File: src/rtl/audio_sample_cacher.sv
// ============================================================================
// audio_sample_cacher
// Buffers stereo sample pairs and writes them into the SRAM audio ring buffer.
// Revision: 1.0
// ============================================================================
`timescale 1ns/1ps
`default_nettype none

module audio_sample_cacher #(
    parameter int         FIFO_DEPTH = 8,
    parameter logic [3:0] AUDIO_BANK = 4'hF
) (
    input  logic                          Clock,
    input  logic                          Reset,
    input  logic                          Enable,
    input  logic                          SampleValid,
    input  logic [15:0]                   SampleL,
    input  logic [15:0]                   SampleR,
    input  logic                          ClearOvf,
    input  logic                          AddrValid,
    output logic                          ReqWrite,
    output logic [17:0]                   WrAddress,
    output logic [15:0]                   WrData,
    output logic [12:0]                   LastWriteAddr,
    output logic                          Overflow,
    output logic [$clog2(FIFO_DEPTH):0]   FifoLevel
);

    localparam int             AW         = $clog2(FIFO_DEPTH);
    localparam logic [AW:0]    FULL_COUNT = (AW+1)'(FIFO_DEPTH);
    localparam logic [AW:0]    CNT_ONE    = (AW+1)'(1);
    localparam logic [AW-1:0]  PTR_ONE    = AW'(1);

    typedef enum logic [1:0] {
        ST_IDLE = 2'd0,
        ST_WR_L = 2'd1,
        ST_WR_R = 2'd2
    } state_t;

    state_t        state;
    logic [31:0]   fifo_mem [FIFO_DEPTH];
    logic [AW-1:0] fifo_wr;
    logic [AW-1:0] fifo_rd;
    logic [AW:0]   fifo_count;
    logic [12:0]   wptr;
    logic [15:0]   hold_r;

    logic          fifo_full;
    logic          fifo_nonempty;
    logic          push;
    logic          drop;
    logic          pop;
    logic [31:0]   fifo_head;

    assign fifo_full     = (fifo_count == FULL_COUNT);
    assign fifo_nonempty = (fifo_count != '0);
    assign push          = SampleValid & Enable & ~fifo_full;
    // A full FIFO drops the pair even if a pop frees a slot on the same edge.
    assign drop          = SampleValid & Enable & fifo_full;
    assign fifo_head     = fifo_mem[fifo_rd];
    assign FifoLevel     = fifo_count;

    always_comb begin
        pop = 1'b0;
        case (state)
            ST_IDLE: pop = fifo_nonempty;
            ST_WR_R: pop = AddrValid & fifo_nonempty;
            default: pop = 1'b0;
        endcase
    end

    always_ff @(posedge Clock) begin
        if (push) begin
            fifo_mem[fifo_wr] <= {SampleL, SampleR};
        end
    end

    always_ff @(posedge Clock or posedge Reset) begin
        if (Reset) begin
            fifo_wr    <= '0;
            fifo_rd    <= '0;
            fifo_count <= '0;
        end else begin
            if (push) fifo_wr <= fifo_wr + PTR_ONE;
            if (pop)  fifo_rd <= fifo_rd + PTR_ONE;
            if (push && !pop)      fifo_count <= fifo_count + CNT_ONE;
            else if (!push && pop) fifo_count <= fifo_count - CNT_ONE;
        end
    end

    always_ff @(posedge Clock or posedge Reset) begin
        if (Reset) begin
            Overflow <= 1'b0;
        end else if (drop) begin
            Overflow <= 1'b1;
        end else if (ClearOvf) begin
            Overflow <= 1'b0;
        end
    end

    always_ff @(posedge Clock or posedge Reset) begin
        if (Reset) begin
            state         <= ST_IDLE;
            wptr          <= '0;
            hold_r        <= '0;
            ReqWrite      <= 1'b0;
            WrAddress     <= '0;
            WrData        <= '0;
            LastWriteAddr <= 13'h1FFF;
        end else begin
            case (state)
                ST_IDLE: begin
                    if (fifo_nonempty) begin
                        hold_r    <= fifo_head[15:0];
                        ReqWrite  <= 1'b1;
                        WrAddress <= {AUDIO_BANK, 1'b0, wptr};
                        WrData    <= fifo_head[31:16];
                        state     <= ST_WR_L;
                    end
                end
                ST_WR_L: begin
                    if (AddrValid) begin
                        WrAddress <= {AUDIO_BANK, 1'b1, wptr};
                        WrData    <= hold_r;
                        state     <= ST_WR_R;
                    end
                end
                ST_WR_R: begin
                    if (AddrValid) begin
                        // Publish only once the R word is in SRAM.
                        LastWriteAddr <= wptr;
                        wptr          <= wptr + 13'd1;
                        if (fifo_nonempty) begin
                            hold_r    <= fifo_head[15:0];
                            WrAddress <= {AUDIO_BANK, 1'b0, wptr + 13'd1};
                            WrData    <= fifo_head[31:16];
                            state     <= ST_WR_L;
                        end else begin
                            ReqWrite  <= 1'b0;
                            state     <= ST_IDLE;
                        end
                    end
                end
                default: begin
                    ReqWrite <= 1'b0;
                    state    <= ST_IDLE;
                end
            endcase
        end
    end

endmodule

`default_nettype wire
File: config.mk
export PLATFORM = sky130hd
export DESIGN_NAME = audio_sample_cacher
export DESIGN_NICKNAME = d
export VERILOG_FILES = /design/src/rtl/audio_sample_cacher.sv
export SDC_FILE = /design/constraint.sdc
export NUM_CORES = 1
export LEC_CHECK = 0
export ABC_CLOCK_PERIOD_IN_PS = 10800
export BUFFER_PORTS_ARGS = -buffer_cell sky130_fd_sc_hd__buf_4
export CAP_MARGIN = 25
export CORE_MARGIN = 4
export CORE_UTILIZATION = 50
export CTS_BUF_LIST = sky130_fd_sc_hd__clkbuf_8
export DETAILED_ROUTE_END_ITERATION = 10
export GPL_TIMING_DRIVEN = 0
export PLACE_DENSITY = 0.64
export SYNTH_ARGS = -nofsm -noshare
export SYNTH_HDL_FRONTEND = slang
export SYNTH_SLANG_ARGS = --single-unit
File: constraint.sdc
create_clock -name Clock -period 10.8 [get_ports Clock]
set_input_delay 0.54 -clock Clock [delete_from_list [all_inputs] [get_ports Clock]]
set_output_delay 0.54 -clock Clock [all_outputs]
set_load 0.05 [all_outputs]
== Word-level counts from Yosys, hierarchy flattened ==
Memories as Yosys holds them, arrays and structs flattened.
Cells that the tools add are included.

* Reduce and logical (&&, ||, !) cells: 16
* Divide/modulo/power cells: 0
* Multiplexer cells: 28
* Multiply operators: 0
* Shift operators: 0
* Bitwise logic cells: 6
* $add $sub $neg: 5
* Magnitude comparators: 0
* Eq/ne operators: 8

{| class="wikitable"
|+ Operators by type and width
! operator !! count
|-
| $mux 16 || 5
|-
| $mux 18 || 4
|-
| $pmux 18 s3 || 1
|-
| $pmux 16 s3 || 1
|-
| $pmux 16 s2 || 1
|-
| $add 13x1->13 const B || 1
|-
| $ne 2x2->1 const B || 5
|-
| $mux 1 || 8
|-
| $mux 4 || 2
|-
| $add 3x1->3 const B || 2
|-
| $mux 2 || 3
|-
| $pmux 2 s3 || 1
|-
| $reduce_and 3->1 || 2
|-
| $reduce_bool 2->1 || 3
|-
| $reduce_and 5->1 || 1
|-
| $add 4x1->4 const B || 1
|-
| $and 1x1->1 || 4
|-
| $eq 4x4->1 const B || 1
|-
| $reduce_and 2->1 || 2
|-
| $reduce_and 4->1 || 1
|-
| $reduce_bool 4->1 || 1
|-
| $sub 4x1->4 const B || 1
|-
| $pmux 1 s3 || 1
|-
| $reduce_bool 3->1 || 1
|-
| other kinds (7) || 10
|}

* Bits in writable memories: 256
* Memories: 1
* Bits in latches: 0
* Bits in read-only memories: 0
* Flip-flop bits (word level): 90

{| class="wikitable"
|+ Memories
! memory !! words !! width !! rd ports !! clocked after Yosys merged registers in !! wr ports !! line !! RTL
|-
| fifo_mem || 8 || 32 || 1 || 0 || 1 || 41 || <nowiki>logic [31:0] fifo_mem [FIFO_DEPTH];</nowiki>
|}

== Depth between registers and ports, before layout ==
* Depth in word-level cells: 7
* Gate-level depth with buffers: 13

== Worst setup path after synthesis ==
OpenSTA, ideal clock, no wires.

* Path kind: flip-flop to flip-flop
* Start: register fifo_count[0] (netlist: FifoLevel[0])
* End: memory fifo_mem[1][0] (enable)
* Stages on the path, launching flop included: 5
* Path buffers: 0
* Clock period less this slack: 4.161 ns
* Data required time: 10.339 ns
* Arrival: 3.700 ns
* Path slack: 6.639 ns
* Path through: dfrtp_1 > nor3_1 > a21oi_1 > nand2_1 > nor3_1

* Word-level cells in the longest chain between the ends: 5

{| class="wikitable"
|+ RTL lines
! element !! line !! RTL
|-
| start: declaration || 44 || <nowiki>logic [AW:0] fifo_count;</nowiki>
|-
| start signal: assignment || 86 || <nowiki>if (push && !pop) fifo_count <= fifo_count + CNT_ONE;</nowiki>
|-
| start signal: assignment || 87 || <nowiki>else if (!push && pop) fifo_count <= fifo_count - CNT_ONE;</nowiki>
|-
| $eq 4x4->1 || 55 || <nowiki>assign fifo_full = (fifo_count == FULL_COUNT);</nowiki>
|-
| $not 1->1 || 57 || <nowiki>assign push = SampleValid & Enable & ~fifo_full;</nowiki>
|-
| $and 1x1->1 || 57 ||
|-
| named net push || 50 || <nowiki>logic push;</nowiki>
|-
| $mux 1 || 73 || <nowiki>if (push) begin</nowiki>
|-
| $mux 1 (implied by the code) || 74 || <nowiki>fifo_mem[fifo_wr] <= {SampleL, SampleR};</nowiki>
|-
| end: declaration || 41 ||
|}

The timed path passes the listed nets, and every way through them passes these cells.

== Worst setup path in the final report ==
* Start: register state[0]
* End: register fifo_count[3] (netlist: FifoLevel[3])

* Word-level cells in the longest chain between the ends: 5

{| class="wikitable"
|+ RTL lines
! element !! line !! RTL
|-
| start: declaration || 40 || <nowiki>state_t state;</nowiki>
|-
| start signal: assignment || 103 || <nowiki>state <= ST_IDLE;</nowiki>
|-
| start signal: assignment || 118 || <nowiki>state <= ST_WR_L;</nowiki>
|-
| start signal: assignment || 125 || <nowiki>state <= ST_WR_R;</nowiki>
|-
| $eq 2x2->1 or $logic_not 2->1 (tied branches) || 65 || <nowiki>case (state)</nowiki>
|-
| $pmux 1 s2 * || 65 ||
|-
| $logic_not 1->1 || 86 ||
|-
| $logic_and 1x1->1 || 86 ||
|-
| $mux 4 or $reduce_bool 2->1 (tied branches) || -- ||
|}

Every way passes the cells marked *; elsewhere a longest branch is shown, timed or not.
A chain may end at the register's enable or synchronous reset.

==> out/summary.txt <==
Clk pin slew, worst setup/hold paths: 60 ps
global-route met3 utilization: 0.0400
sequential area share after synthesis: 0.716
post-synthesis cell type count: 55
via count: 7,496
Root Driver: clkbuf_8
Clock Skew: 23.1 ps
final hold vios: 0
critical path launch point type: register
vias in the first global route: 7,864
initial core utilization: 0.511
CTS Hold Bufs: 1
Setup WS post-layout: 7250 ps
Leak Pwr: 6.00 nW
first-pass GRT wire length: 45,700 um
Clock power frac: 0.225
ANT cells: 0
setup violators final: 0
sequential share of power: 0.394
status: finished clean
GRT met1 Usage: 0.283
slew margin rel.: 0.431
# Post-CTS Setup Buffers: 0
# nets final: 1,011
Power Density: 274 nW/um^2
RSZ-0062 raised after global routing: no
CP cell instances: inv_1 -> ha_1 -> and2_1 -> clkbuf_1 -> o21a_1 -> inv_1 -> ha_1 -> inv_1 -> ha_1 -> a21o_1 -> a2111oi_0 -> a31oi_1 -> a221o_1
post-cts sizing count: 0
WP data arrival: 3990 ps
share of post-route cells with drive strength above 1: 0.298
met2 Track Usage GR: 0.305
Inserted Clock Buffers: 55
WL per Instance: 21.5 um
sw frac: 0.366
FMAX: 0.281 GHz
Sink Count: 343
gp weighted congestion: 0.807
Post-Syn Nets: 850
post-DR vias/cell: 5.56
Post-Syn Area per Cell: 17.2 um^2
DRC: 0
Compound-Gate Fraction of Synth Area: 0.0357
post-synthesis adder-cell area fraction: 0.0105
share of the synthesized area in the top cell type: 0.557
top-level port count: 91
Slew Viols, Final: 0
Final Power: 0.00445 W
Hold WS: 177 ps
GR Overflow Total: 0
post-synthesis mux area share: 0.149
top cells by area, synth: edfxtp_1 (56%), dfrtp_1 (13%), mux4_2 (9.3%), mux2i_1 (2.5%), dfstp_2 (2.5%)
Post-Synth XOR/XNOR Area: 0.0121
critical path endpoint category: register
Post-DRT Antenna Nets: 0
CTS tree: done
P_int: 0.00282 W
GRT Util Overall: 0.195
ys flop type: edfxtp_1
Layout area overhead: 17.5%
initial antenna violation count: 0
dpl hpwl: 18,700 um
number of synthesized register bits: 343
fillers: 2,112
largest net degree at the start of global routing: 70
H-tree levels: 2
Synth Cell Area: 13,800 um^2
Placed Cells: 1,245
largest family of logic cells by synthesized area: multiplexers
minimum clock period: 3550 ps
Post-synth ARST share: 0.254
Chip Width: 174 um
Worst EP required: 11,240 ps
GRT busiest layer: met2
CP max stage cell: dfrtp_1
yosys warns: 0
routed wire length: 29,000 um
switching pwr: 0.00163 W
Port Buffers: 90
Setup Slack @ Placement: 7260 ps
DR iter-0 viols: 561
drt first pass iters: 5
period utilisation layout: 0.329
Clock Latency Late Sink: 580 ps
Die H: 174 um
maxcap violations: 0
cell count after synthesis: 801
worst-case vdd ir drop: 0.216 mV
CP max stage delay: 460 ps
Synth area leader: edfxtp_1
Max Fanout on Critical Path: 10
Core Area: 27,000 um^2
setup TNS: 0 ps
Hold Crit Class: in2reg
Slew @ Worst Pin: 848 ps
simple-gate area share of the yosys netlist: 0.0566
combinational power share: 0.381
maximum clock insertion buffer count: 3
number of synthesized flops with an enable pin: 256
die footprint: 30,300 um^2
Post-Layout Cell Count: 1,347
row cnt: 60
kind of critical path: reg2reg
## state kept, by name (all words and copies together) (netlist names), 2 cells and up
signal / flops
WrAddress: 15
hold_r: 16
wptr: 13
fifo_rd: 3
fifo_mem: 256
state: 2
WrData: 16
LastWriteAddr: 13
fifo_wr: 3
FifoLevel: 4
## synth_stat cells (2+ instances only)
library cell / count
ha_1: 10
o21ai_1: 16
nand2_1: 80
o21ai_0: 8
or3_1: 5
mux2_1: 2
dfstp_2: 13
nor4_1: 2
buf_4: 4
or2_1: 2
xnor2_1: 10
and3_1: 4
nor3_1: 11
mux2_2: 19
nand3_1: 5
xor2_1: 9
a22oi_1: 2
buf_6: 4
mux2i_1: 35
buf_2: 18
edfxtp_1: 256
nor2b_1: 2
buf_1: 3
mux4_1: 7
nand4_1: 5
a31oi_1: 12
a21oi_1: 27
clkbuf_1: 18
mux4_2: 57
inv_1: 6
nor2_1: 48
nand2b_1: 5
dfrtp_1: 74
## final timing paths
| path | from | endpoint | slack [ps] | cells after the start |
|---|---|---|---|---|
| min | ClearOvf | Overflow | 180 | 2 |
| min in group asynchronous | Reset | hold_r[5] | 470 | 3 |
| max in group asynchronous | Reset | LastWriteAddr[3] | 9670 | 4 |
| max | state[0] | FifoLevel[3] | 7250 | 13 |
| max reg2reg | state[0] | FifoLevel[3] | 7250 | 13 |
| min reg2reg | LastWriteAddr[12] | LastWriteAddr[12] | 460 | 2 |
## critical path: cells and delay by family, from the launching register on
family          cells  cell delay [ps]
fa+ha+maj           3              720
flops               1              460
buf+inv             4              750
simple gates        1              150
compound gates      5             1350
## cell usage in the layout, fill, tap and decap left out, types with 7 or more instances in the layout
master    instances
edfxtp_1        256
buf_4            94
nand2_1          80
dfrtp_1          74
mux4_2           57
clkbuf_8         57
nor2_1           42
mux2i_1          35
inv_1            30
a21oi_1          27
mux2_2           19
clkbuf_1         18
buf_2            18
o21ai_1          16
dfstp_2          13
a31oi_1          12
xnor2_1          10
ha_1             10
clkinv_1         10
nor3_1            9
buf_6             9
xor2_1            9
o21ai_0           8
mux4_1            7
## cells by family (layout without fill, tap and decap cells)
logic type	after synthesis	after routing
multiplexers	120	120
AND/OR/NAND/NOR	175	175
buffers and inverters	54	259
AO/OA/AOI/OAI	79	79
flip-flops	343	343
adder cells (fa/ha/maj)	11	11
XOR/XNOR	19	19
## through the flow
step	util	area [um^2]
6_report	0.601	16200
5_1_grt	0.601	16200
4_1_cts	0.601	16200
3_5_place_dp	0.563	15200
3_3_place_gp	0.552	14900
2_1_floorplan	-	13800
## per-layer routing
metal | part of all wire | vias up
li1 | - | 3423
met1 | 0.45 | 3811
met3 | 0.058 | 45
met2 | 0.47 | 217
met5 | 0 | -
met4 | 0.018 | 0
## power groups by stage
stage	Clock [W]	Combinational, W	Sequential, W
2_1_floorplan	0	0.000971	0.00199
3_3_place_gp	0	0.00166	0.00178
3_5_place_dp	0	0.00172	0.00178
4_1_cts	0.00103	0.00173	0.00176
5_1_grt	0.00109	0.00185	0.00178
6_report	0.00100	0.00170	0.00176
## layout make-up
class | instances | area, um^2 | share of cell area
flip-flops and latches | 343 | 9880 | 0.609
multi-input cells | 404 | 3700 | 0.228
repair buffers | 104 | 942 | 0.0581
clock buffers | 57 | 785 | 0.0483
well taps | 341 | 427 | 0.0263
plain buffers | 48 | 264 | 0.0163
clock inverters | 44 | 210 | 0.0130
inverters | 6 | 25.0 | 0.00154
Note: power is estimated with default switching activity, not from simulation.
